$ cat config.mk
export PLATFORM = sky130hd
export DESIGN_NAME = freq_gate_counter_flat
export DESIGN_NICKNAME = d
export VERILOG_FILES = /design/src/rtl/freq_gate_counter_if.sv /design/src/rtl/freq_gate_counter.sv /design/src/flat_wrapper.sv
export SDC_FILE = /design/constraint.sdc
export NUM_CORES = 1
export LEC_CHECK = 0
export CAP_MARGIN = 5
export CORE_MARGIN = 10
export CORE_UTILIZATION = 40
export CTS_CLUSTER_SIZE = 40
export DETAILED_ROUTE_END_ITERATION = 6
export PLACE_DENSITY = 0.63
export SLEW_MARGIN = 20
export SYNTH_ARGS = -nofsm -noshare
export SYNTH_HDL_FRONTEND = slang
export SYNTH_SLANG_ARGS = --single-unit
export TNS_END_PERCENT = 1
$ cat constraint.sdc
create_clock -name clk -period 2.5 [get_ports clk]
set_clock_uncertainty 0.2 [all_clocks]
set_input_delay 0.5 -clock clk [delete_from_list [all_inputs] [get_ports clk]]
set_output_delay 0.5 -clock clk [all_outputs]
set_load 0.05 [all_outputs]
$ cat src/rtl/freq_gate_counter_if.sv
// rtl/freq_gate_counter_if.sv - measured-signal input and latched-result bundle of the frequency gate counter
interface freq_gate_counter_if #(
  parameter int DIGITS = 4
);
  logic                  signal;
  logic                  range;
  logic [4*DIGITS-1:0]   bcd;
  logic                  overflow;
  logic                  res_range;
  logic                  valid;

  modport master (
    input  signal,
    output range,
    output bcd,
    output overflow,
    output res_range,
    output valid
  );

  modport slave (
    output signal,
    input  range,
    input  bcd,
    input  overflow,
    input  res_range,
    input  valid
  );
endinterface

$ cat src/rtl/freq_gate_counter.sv
// rtl/freq_gate_counter.sv - gated BCD edge counter with auto-ranging for the frequency meter
module freq_gate_counter #(
  parameter int DIGITS      = 4,
  parameter int GATE_CYCLES = 1000
) (
  input  logic                 clk,
  input  logic                 reset,
  freq_gate_counter_if.master  bus
);

  localparam int W  = 4 * DIGITS;
  localparam int TW = $clog2(GATE_CYCLES);
  localparam logic [W-1:0]  ALL_NINES = {DIGITS{4'h9}};
  localparam logic [TW-1:0] GATE_LAST = TW'(GATE_CYCLES - 1);

  typedef enum logic {
    COUNT  = 1'b0,
    SETTLE = 1'b1
  } state_t;

  state_t         state;
  state_t         state_nxt;

  logic           s1;
  logic           s2;
  logic           s3;
  logic           edge_det;

  logic [TW-1:0]  timer;
  logic           gate_end;

  logic [W-1:0]   acc;
  logic           ovf;

  logic           range_q;
  logic           range_nxt;
  logic [W-1:0]   bcd_q;
  logic           overflow_q;
  logic           res_range_q;
  logic           valid_q;

  logic           latch;
  logic           count_en;

  function automatic logic [W-1:0] bcd_inc(input logic [W-1:0] v);
    logic [W-1:0] r;
    logic         carry;
    r     = v;
    carry = 1'b1;
    for (int i = 0; i < DIGITS; i++) begin
      if (carry) begin
        if (v[4*i +: 4] == 4'd9) begin
          r[4*i +: 4] = 4'd0;
        end else begin
          r[4*i +: 4] = v[4*i +: 4] + 4'd1;
          carry       = 1'b0;
        end
      end
    end
    return r;
  endfunction

  // s1/s2 resolve metastability; s3 only delays s2 for the rising-edge compare
  always_ff @(posedge clk or posedge reset) begin
    if (reset) begin
      s1 <= 1'b0;
      s2 <= 1'b0;
      s3 <= 1'b0;
    end else begin
      s1 <= bus.signal;
      s2 <= s1;
      s3 <= s2;
    end
  end

  assign edge_det = s2 & ~s3;

  always_ff @(posedge clk or posedge reset) begin
    if (reset) begin
      timer <= '0;
    end else if (timer == GATE_LAST) begin
      timer <= '0;
    end else begin
      timer <= timer + TW'(1);
    end
  end

  assign gate_end = (timer == GATE_LAST);

  always_comb begin
    range_nxt = range_q;
    if (ovf && !range_q) begin
      range_nxt = 1'b1;
    end else if (!ovf && range_q && (acc[W-1 -: 4] == 4'd0)) begin
      range_nxt = 1'b0;
    end
  end

  always_ff @(posedge clk or posedge reset) begin
    if (reset) begin
      state <= COUNT;
    end else begin
      state <= state_nxt;
    end
  end

  always_comb begin
    state_nxt = state;
    case (state)
      COUNT: begin
        if (gate_end) begin
          state_nxt = (range_nxt != range_q) ? SETTLE : COUNT;
        end
      end
      SETTLE: begin
        if (gate_end) begin
          state_nxt = COUNT;
        end
      end
      default: state_nxt = COUNT;
    endcase
  end

  always_comb begin
    latch    = 1'b0;
    count_en = 1'b0;
    if (state == COUNT) begin
      latch    = gate_end;
      count_en = edge_det & ~gate_end;
    end
  end

  // A boundary-cycle edge seeds the next window so the window totals stay conserved
  always_ff @(posedge clk or posedge reset) begin
    if (reset) begin
      acc <= '0;
      ovf <= 1'b0;
    end else if (gate_end) begin
      acc <= edge_det ? W'(1) : W'(0);
      ovf <= 1'b0;
    end else if (count_en) begin
      if (acc == ALL_NINES) begin
        ovf <= 1'b1;
      end else begin
        acc <= bcd_inc(acc);
      end
    end
  end

  always_ff @(posedge clk or posedge reset) begin
    if (reset) begin
      bcd_q       <= '0;
      overflow_q  <= 1'b0;
      res_range_q <= 1'b0;
      range_q     <= 1'b0;
      valid_q     <= 1'b0;
    end else begin
      valid_q <= latch;
      if (latch) begin
        bcd_q       <= ovf ? ALL_NINES : acc;
        overflow_q  <= ovf;
        res_range_q <= range_q;
        range_q     <= range_nxt;
      end
    end
  end

  assign bus.range     = range_q;
  assign bus.bcd       = bcd_q;
  assign bus.overflow  = overflow_q;
  assign bus.res_range = res_range_q;
  assign bus.valid     = valid_q;

endmodule

$ cat src/flat_wrapper.sv
// flat-port wrapper written by rule: the top's interface ports become plain ports
module freq_gate_counter_flat 
#(
  parameter int DIGITS      = 4,
  parameter int GATE_CYCLES = 1000
)
  (clk, reset, bus_signal, bus_range, bus_bcd, bus_overflow, bus_res_range, bus_valid);
  freq_gate_counter_if #(.DIGITS(DIGITS)) bus_i ();
  input  logic clk;
  input  logic reset;
  input wire logic [$bits(bus_i.signal)-1:0] bus_signal;
  output wire logic [$bits(bus_i.range)-1:0] bus_range;
  output wire logic [$bits(bus_i.bcd)-1:0] bus_bcd;
  output wire logic [$bits(bus_i.overflow)-1:0] bus_overflow;
  output wire logic [$bits(bus_i.res_range)-1:0] bus_res_range;
  output wire logic [$bits(bus_i.valid)-1:0] bus_valid;
  assign bus_i.signal = bus_signal;
  assign bus_range = bus_i.range;
  assign bus_bcd = bus_i.bcd;
  assign bus_overflow = bus_i.overflow;
  assign bus_res_range = bus_i.res_range;
  assign bus_valid = bus_i.valid;
  freq_gate_counter #(.DIGITS(DIGITS), .GATE_CYCLES(GATE_CYCLES)) u_core (.clk(clk), .reset(reset), .bus(bus_i));
endmodule
== Yosys cells after proc, flatten, opt, wreduce, memory -nomap -nowiden ==
Index checks and enable logic that the tools add are counted.
Widths: inputs -> output; s select.

* Flip-flop bits (word level): 51
* Input bits: 3
* Output and inout port bits: 20
* Word-level logic and storage cells: 87

* Add/subtract/negate cells: 5
* Eq/ne operators: 8
* Mux-type cells: 38
* Bitwise operators: 5
* Reduce and logical (&&, ||, !) cells: 16

{| class="wikitable"
|+ Operators with widths
! cell !! count
|-
| $mux 16 || 4
|-
| $mux 4 || 7
|-
| $mux 1 || 25
|-
| $add 4x1->4 const B || 4
|-
| $eq 16x16->1 const B || 1
|-
| $eq 4x4->1 const B || 4
|-
| $add 10x1->10 const B || 1
|-
| $eq 10x10->1 const B || 1
|-
| $mux 10 || 1
|-
| $reduce_bool 2->1 || 5
|-
| $reduce_and 3->1 || 3
|-
| $logic_not 4->1 || 1
|-
| $reduce_and 2->1 || 2
|-
| $logic_and 1x1->1 || 3
|-
| $not 1->1 || 3
|-
| $and 1x1->1 || 2
|-
| $logic_not 1->1 || 2
|-
| $ne 2x1->1 const B || 1
|-
| $pmux 1 s2 || 1
|-
| $ne 1x1->1 || 1
|}

== Logic depth before layout (Yosys ltp) ==
Gate-level depths: netlist of the first run.

* Word-level depth: 18
* Gate-level depth with buffers: 7
* Gate-level depth less buffers: 6

== Worst setup path after synthesis of the first run ==
OpenSTA, ideal clock, no wires.

* Path type: register -> register
* Start: register u_core.acc[5]
* End: register u_core.acc[15]
* Library setup time: 0.078 ns
* Arrival time: 1.708 ns
* Required time: 2.222 ns
* Path slack: 0.514 ns
* Stages on the path, launching flop included: 7
* Path buffers: 0
* Period minus slack after synthesis: 1.986 ns
* Path through: dfrtp_1 -> inv_1 -> ha_1 -> and3b_1 -> nand3_1 -> or4_1 -> a21oi_1

* Cells in the longest elaborated chain, start to end: 12
* Elaborated cells on any way between the ends: 14
* Those cells by class: 3 x eq/ne; 9 x mux; 2 x reduce/logical

{| class="wikitable"
|+ Ends and longest elaborated chain
! element !! line !! source
|-
| start, declared || freq_gate_counter.sv:32 || <nowiki>logic [W-1:0] acc;</nowiki>
|-
| start signal, assigned || freq_gate_counter.sv:139 || <nowiki>acc <= edge_det ? W'(1) : W'(0);</nowiki>
|-
| start signal, assigned || freq_gate_counter.sv:145 || <nowiki>acc <= bcd_inc(acc);</nowiki>
|-
| $eq 4x4->1 || freq_gate_counter.sv:52 || <nowiki>if (v[4*i +: 4] == 4'd9) begin</nowiki>
|-
| $mux 1 || freq_gate_counter.sv:52 ||
|-
| $mux 1 || freq_gate_counter.sv:51 || <nowiki>if (carry) begin</nowiki>
|-
| $mux 1 || freq_gate_counter.sv:142 || <nowiki>if (acc == ALL_NINES) begin</nowiki>
|-
| $mux 1 || freq_gate_counter.sv:141 || <nowiki>end else if (count_en) begin</nowiki>
|-
| $mux 1 || freq_gate_counter.sv:138 || <nowiki>end else if (gate_end) begin</nowiki>
|-
| $mux 1 || freq_gate_counter.sv:51 ||
|-
| $mux 1 || freq_gate_counter.sv:142 ||
|-
| $mux 1 || freq_gate_counter.sv:141 ||
|-
| $mux 1 || freq_gate_counter.sv:138 ||
|-
| $reduce_bool 2->1 (no line) || -- ||
|-
| $reduce_and 3->1 (no line) (*) || -- ||
|}

Every way passes the cells marked *; elsewhere a longest branch is shown, timed or not. The select of a mux whose other input is x is not followed.
A chain may end at the register's enable or synchronous reset.

== Worst setup path in the final report of the first run ==
* Start: register u_core.range_q, in the netlist u_core.bus.range
* End: output port bus_range

{| class="wikitable"
|+ RTL lines
! element !! line !! source
|-
| start, declared || freq_gate_counter.sv:35 || <nowiki>logic range_q;</nowiki>
|-
| start signal, assigned || freq_gate_counter.sv:163 || <nowiki>range_q <= range_nxt;</nowiki>
|-
| end, declared || flat_wrapper.sv:12 || <nowiki>output wire logic [$bits(bus_i.range)-1:0] bus_range;</nowiki>
|}

No word-level cell between the ends.

==> results by group, run 1 <==
Outcome
  – Status: complete, no violations

Yosys
  – Post-synth EDFFs: 0
  – Yosys reg bits: 51
  – Post-synth top flop: dfrtp_1
  – Distinct cells, synth: 42
  – Syn_area_per_cell: ~9.8 µm²
  – YS warnings: 0
  – Syn_nets: 262
  – Most common cell in the synthesized netlist: dfrtp_1
  – Top cells by area, synth: dfrtp_1 (52%), nand2_1 (7.2%), ha_1 (5.1%)
  – Synth area leader: dfrtp_1
  – Netlist Area Pre-Place: 0.002446 mm²
  – Cells after Synth: 249
  – Post-synth top cells: dfrtp_1 (51), nand2_1 (47), o21ai_0 (19), a21oi_1 (14), nor2_1 (14)
  – Post-synth top area share: 0.5217
  – Register area share after synthesis: 0.5217
  – Share of flip-flops with an asynchronous set or reset: 1.000

Power
  – Internal: 1173 µW
  – Worst IR Drop VDD: 0.0002394 V
  – Comb pwr share: 0.085
  – Pleak: 0.001301 µW
  – PD cells: 536.8 mW/mm²
  – Switching portion of total power: 0.2403
  – Reg power frac: 0.590
  – Clock share of power: 0.325
  – Sw power: 371.0 µW

Die
  – Chip Height: just under 100 µm
  – Core Area: 0.005921 mm²
  – Initial core utilization: 0.4131
  – Die W: 98.20 µm
  – Site Rows: 28
  – Boundary Pins: 23
  – Die area: 0.009643 mm²

Detailed routing
  – Vias post-DR: ~1,800
  – Router iterations before antenna repair: 4
  – Final ANT Viol Nets: 0
  – Vias/cell: 5.145
  – DRT Wirelength: between 4000 and 5000 µm
  – Wire per inst: 13.31 µm
  – DRC viols: 0
  – Iteration-0 DRC Markers: 137

Final layout
  – FILL cells: 569
  – Multi-input logic area: 0.001094 mm²
  – Share of cells above drive strength 1: 0.06159
  – Final Util: 0.4856
  – Fin nets: 288
  – Area Overhead vs Synth: 17.54%
  – Antenna diodes: 0
  – Final Cell Area: 0.002875 mm²
  – FF/Latch Area: approximately 0.0013 mm²

Timing
  – Worst setup margin: 0.2712 ns
  – Final worst path period need: 2.229 ns
  – RSZ-0062 raised after global routing: no
  – Hold Violations, Final: 0
  – Highest clock rate: about 450 MHz
  – Setup TNS Final: 0 ns
  – Max_slew headroom: 0.5965
  – Period utilization: 0.8915
  – Worst Max-Slew Pin Slew: 0.5974 ns
  – Final setup fails: 0
  – Max-slew violation count: 0

Placement
  – Post-place setup slack: 0.3327 ns
  – Buffers on Ports: 22
  – Placed cell areas: 0.002775 mm²
  – Post-DP HPWL: 3391 µm
  – Gpl congestion: between 0.8 and 0.9

Clock tree
  – CTS Root Cell: clkbuf_8
  – CTS tree: built
  – Setup Buffers After CTS: 0
  – CTS H-tree lvls: 2
  – Num Clock Sinks: 51
  – Post-CTS resize count: 0
  – Hold_buf cts: 0
  – CTS max path bufs: 2
  – CTS Buf Count: 5
  – Worst skew pair latency: around 0.30 ns
  – Clk slew on worst S/H paths: 0.08 ns

GRT
  – Initial antenna violation count: 0
  – GRT Resource Usage Total: 0.1004
  – GRT overflow: 0
  – Vias in the first global route: around 1,800
  – Largest net degree at the start of global routing: 52
  – Global-route wire length before repair: 8362 µm

Worst setup path
  – Worst setup SP type: flop
  – Kind of critical path: reg2out
  – Critical Path AT: approximately 1.5 ns
  – Crit-path cells: clkdlybuf4s50_1
  – CP required: 1.80 ns
  – Max stage delay on crit path: 0.83 ns
  – Crit path buf inv count: 1
  – Delay-heaviest family, CP: buffers and inverters
  – Worst-path maximum fanout: 5
  – Crit. End Element: output port
  – Slowest-stage cell, CP: clkdlybuf4s50_1

Worst hold path
  – Hold crit path type: reg2reg

Flow run
  – Max-Cap Viols: 0
[power by group through the flow]
stage | registers (µW) | clock network (µW) | logic [µW]
after detailed placement | 926 | 0 | 133
after CTS | 909 | 529 | 133
final | 910 | 501 | 132
after global routing | 917 | 556 | 154
after floorplan | 911 | 0 | 105
after global placement | 921 | 0 | 129
[cells by family after synthesis]
| kind of cell | share of synthesized area |
|---|---|
| compound gates | 0.1238 |
| xor+xnor | 0.02149 |
| fa+ha+maj | 0.05115 |
| buf+inv | 0.03120 |
| flops | 0.5217 |
| mux | 0.008184 |
| simple gates | 0.2425 |
[layout make-up]
| type | count | area share |
|---|---|---|
| repair buffers | 27 | 0.09399 |
| well taps | 75 | 0.03264 |
| clock buffers | 8 | 0.03481 |
| flip-flops and latches | 51 | 0.4439 |
| multi-input cells | 179 | 0.3803 |
| inverters | 11 | 0.01436 |
[layer usage]
layer,vias to the layer above,wire (µm),share of wire,track usage
li1,920,-,-,-
met1,843,2386,0.51,0.1314
met2,38,1968,0.42,0.1503
met3,5,274,0.059,0.03312
met4,0,42,0.0090,0.03749
met5,-,0,0,0
[flip-flops by register name (all words and copies together), names as in the netlist]
name	flops
u_core.s3	1
u_core.s2	1
u_core.state	1
u_core.timer	10
u_core.bus.range	1
u_core.acc	16
u_core.bus.res_range	1
u_core.bus.bcd	16
u_core.ovf	1
u_core.bus.overflow	1
u_core.s1	1
u_core.bus.valid	1
[placed cells by master (no fill, tap or decap), types with 2 or more instances in the layout]
cell type,synthesis,routed
dfrtp_1,51,51
nand2_1,47,47
clkdlybuf4s50_1,0,22
o21ai_0,19,19
a21oi_1,14,14
nor2_1,14,14
inv_1,11,10
ha_1,10,10
nand3_1,9,9
nand3b_1,8,8
clkbuf_8,0,7
o31ai_1,6,6
or3_1,5,5
and2_1,4,4
buf_4,1,4
and3b_1,3,3
nor3_1,3,3
nor4_1,3,3
xnor2_1,3,3
xor2_1,3,3
or4_1,3,3
and4_1,2,2
nand4_1,2,2
o21a_1,2,2
mux2i_1,2,2
[final timing paths]
path	startpoint	endpoint	depth (start not counted)	slack, ns
worst max-delay path	u_core.bus.range$_DFFE_PP0P_	bus_range	1	0.27
worst min-delay path	u_core.s1$_DFF_PP0_	u_core.s2$_DFF_PP0_	0	0.15
worst max register to register	u_core.acc[0]$_DFFE_PP0P_	u_core.acc[15]$_DFFE_PP0P_	5	0.30
worst min register to register	u_core.s1$_DFF_PP0_	u_core.s2$_DFF_PP0_	0	0.15
max in group asynchronous	reset	u_core.bus.range$_DFFE_PP0P_	3	1.52
min in group asynchronous	reset	u_core.timer[2]$_DFF_PP0_	3	0.35
[metrics by stage]
stage	cells	hold slack (ns)	power (µW)
2_1_floorplan	249	0.1312	1016
3_3_place_gp	343	0.1347	1050
3_5_place_dp	343	0.1373	1059
4_1_cts	351	0.1583	1572
5_1_grt	351	0.1784	1627
6_report	351	0.1547	1543
Power figures use the tool's default switching activity.
==> inputs of run 2 (changes only) <==
Settings changed: DONT_BUFFER_PORTS set to 1, PLACE_DENSITY 0.63 to 0.58.
==> results by group, run 2 (synthesized netlist as in run 1, its figures left out) <==
Outcome
  – Status: complete, no violations

Power
  – Comb pwr share: 0.080 (-0.005)
  – Clock share of power: 0.362 (+0.037)
  – Pleak: 0.001254 µW (-3.7%)
  – Sw power: 386.0 µW (+4.0%)
  – PD cells: 601.9 mW/mm² (+12%)
  – Worst IR Drop VDD: 0.0002911 V (+22%)
  – Reg power frac: 0.559 (-0.031)
  – Switching portion of total power: 0.2373 (-0.003057)
  – Internal: 1241 µW (+5.8%)

Clock tree
  – Worst skew pair latency: 0.30 ns (about the same)
  – CTS Buf Count: 5 (unchanged)
  – CTS Root Cell: clkbuf_8
  – Post-CTS resize count: 0 (unchanged)
  – CTS max path bufs: 2 (unchanged)
  – Clk slew on worst S/H paths: 0.09 ns (about the same)
  – CTS tree: built
  – CTS H-tree lvls: 2 (unchanged)
  – Num Clock Sinks: 51 (unchanged)

Final layout
  – FILL cells: 571 (+0.35%)
  – Final Non-Filler Cells: 334 (-4.8%)
  – Fin nets: 271 (-5.9%)
  – Area Overhead vs Synth: 10.49%
  – Most frequent cells in the layout: dfrtp_1 (51), nand2_1 (47), o21ai_0 (19)
  – Final Cell Area: 0.002703 mm² (-6.0%)
  – Antenna diodes: 0 (unchanged)
  – Commonest non-fill, non-tap cell in the layout: dfrtp_1
  – Share of cells above drive strength 1: 0.08108 (+0.01949)

Die
  – Initial core utilization: 0.4131 (unchanged)
  – Core Area: 0.005921 mm² (unchanged)
  – Site Rows: 28 (unchanged)
  – Chip Height: 98.20 µm (unchanged)
  – Die W: 98.20 µm (unchanged)
  – Boundary Pins: 23 (unchanged)
  – Die area: 0.009643 mm² (unchanged)

Timing
  – Setup TNS Final: 0 ns (unchanged)
  – Period utilization: 0.8857 (-0.005794)
  – Highest clock rate: 451.6 MHz (+0.65%)
  – Final worst path period need: 2.214 ns (-0.01448 ns)
  – Max_slew headroom: 0.5840 (-0.01247)
  – Worst Max-Slew Pin Slew: 0.6239 ns (+0.02652 ns)
  – Hold Violations, Final: 0 (unchanged)
  – Final setup fails: 0 (unchanged)
  – Max-slew violation count: 0 (unchanged)
  – RSZ-0062 raised after global routing: no

GRT
  – GRT Resource Usage Total: 0.1060 (+0.005529)
  – Initial antenna violation count: 0 (unchanged)
  – Global-route wire length before repair: 8666 µm (+3.6%)
  – Vias in the first global route: 1,734 (-4.1%)
  – Largest net degree at the start of global routing: 21 (-60%)
  – GRT overflow: 0 (unchanged)

Detailed routing
  – Vias post-DR: 1,746 (-3.3%)
  – DRT Wirelength: 4985 µm (+6.7%)
  – Final ANT Viol Nets: 0 (unchanged)
  – Router iterations before antenna repair: 4 (unchanged)
  – DRC viols: 0 (unchanged)
  – Vias/cell: 5.228 (+1.6%)
  – Wire per inst: 14.93 µm (+12%)
  – Iteration-0 DRC Markers: 69 (-50%)

Placement
  – Post-DP HPWL: 3656 µm (+7.8%)
  – Inst Count DP: 324 (-5.5%)
  – Placed cell areas: 0.002565 mm² (-7.6%)
  – Buffers on Ports: 0 (-100%)
  – Gpl congestion: 0.8017 (-5.1%)

Worst setup path
  – Worst setup SP type: flop
  – Worst-path maximum fanout: 7 (+2)
  – Kind of critical path: reg2reg
  – Critical Path AT: 2.25 ns (+0.72 ns)
  – CP required: 2.54 ns (+0.74 ns)
  – Crit. End Element: flop

Worst hold path
  – Hold crit path type: reg2reg

Flow run
  – Max-Cap Viols: 0 (unchanged)
[run 2: worst paths after layout]
check | from | to | slack (ns) | depth (start not counted)
max in group asynchronous | reset | u_core.acc[13]$_DFFE_PP0P_ | 1.02 | 3
worst min-delay path | u_core.s1$_DFF_PP0_ | u_core.s2$_DFF_PP0_ | 0.15 | 0
worst min register to register | u_core.s1$_DFF_PP0_ | u_core.s2$_DFF_PP0_ | 0.15 | 0
worst max register to register | u_core.acc[1]$_DFFE_PP0P_ | u_core.acc[15]$_DFFE_PP0P_ | 0.29 | 6
min in group asynchronous | reset | u_core.acc[15]$_DFFE_PP0P_ | 0.46 | 2
worst max-delay path | u_core.acc[1]$_DFFE_PP0P_ | u_core.acc[15]$_DFFE_PP0P_ | 0.29 | 6
[run 2: power by group through the flow]
stage / combinational (µW) / clock, µW / sequential, µW
6_report: 129 / 588 / 909
5_1_grt: 154 / 636 / 918
4_1_cts: 130 / 611 / 908
3_5_place_dp: 128 / 0 / 924
3_3_place_gp: 126 / 0 / 921
2_1_floorplan: 105 / 0 / 911
[run 2: routing by layer]
metal | track usage | share of wire | up-vias
li1 | - | - | 884
met1 | 0.1329 | 0.47 | 823
met2 | 0.1670 | 0.46 | 35
met3 | 0.03242 | 0.060 | 4
met4 | 0.03969 | 0.0088 | 0
met5 | 0 | 0 | -
[run 2: per-stage QoR]
stage,util,worst slack [ns],hold WS (ns),power (µW)
2_1_floorplan,-,0.5136,0.1312,1016
3_3_place_gp,0.4332,0.3401,0.1381,1047
3_5_place_dp,0.4332,0.3139,0.1347,1053
4_1_cts,0.4548,0.2843,0.006466,1649
5_1_grt,0.4565,0.1287,0.1778,1708
6_report,0.4565,0.2856,0.1539,1627
[run 2: worst max-delay path, cell delays in order, from the launching register on]
cell and delay [ns]:
dfrtp_1 0.42, inv_1 0.09, ha_1 0.16, and3b_1 0.34, nand3_1 0.25, or4_1 0.55, a21oi_1 0.14
[run 2: area by class of cell]
type / count / area (µm²) / share of cell area
clock buffer: 6 / 82.58 / 0.03056
tap: 75 / 93.84 / 0.03472
clock inverter: 2 / 35.03 / 0.01296
inverter: 11 / 41.29 / 0.01528
sequential: 51 / 1276 / 0.4722
timing repair buffer: 10 / 80.08 / 0.02963
multi-input combinational: 179 / 1094 / 0.4046
[run 2: repair_timing]
action | 4_1_cts | 5_1_grt
hold endpoints to repair | 18 | 1
hold buffers | 1 | 1
buffers inserted | 0 | 0
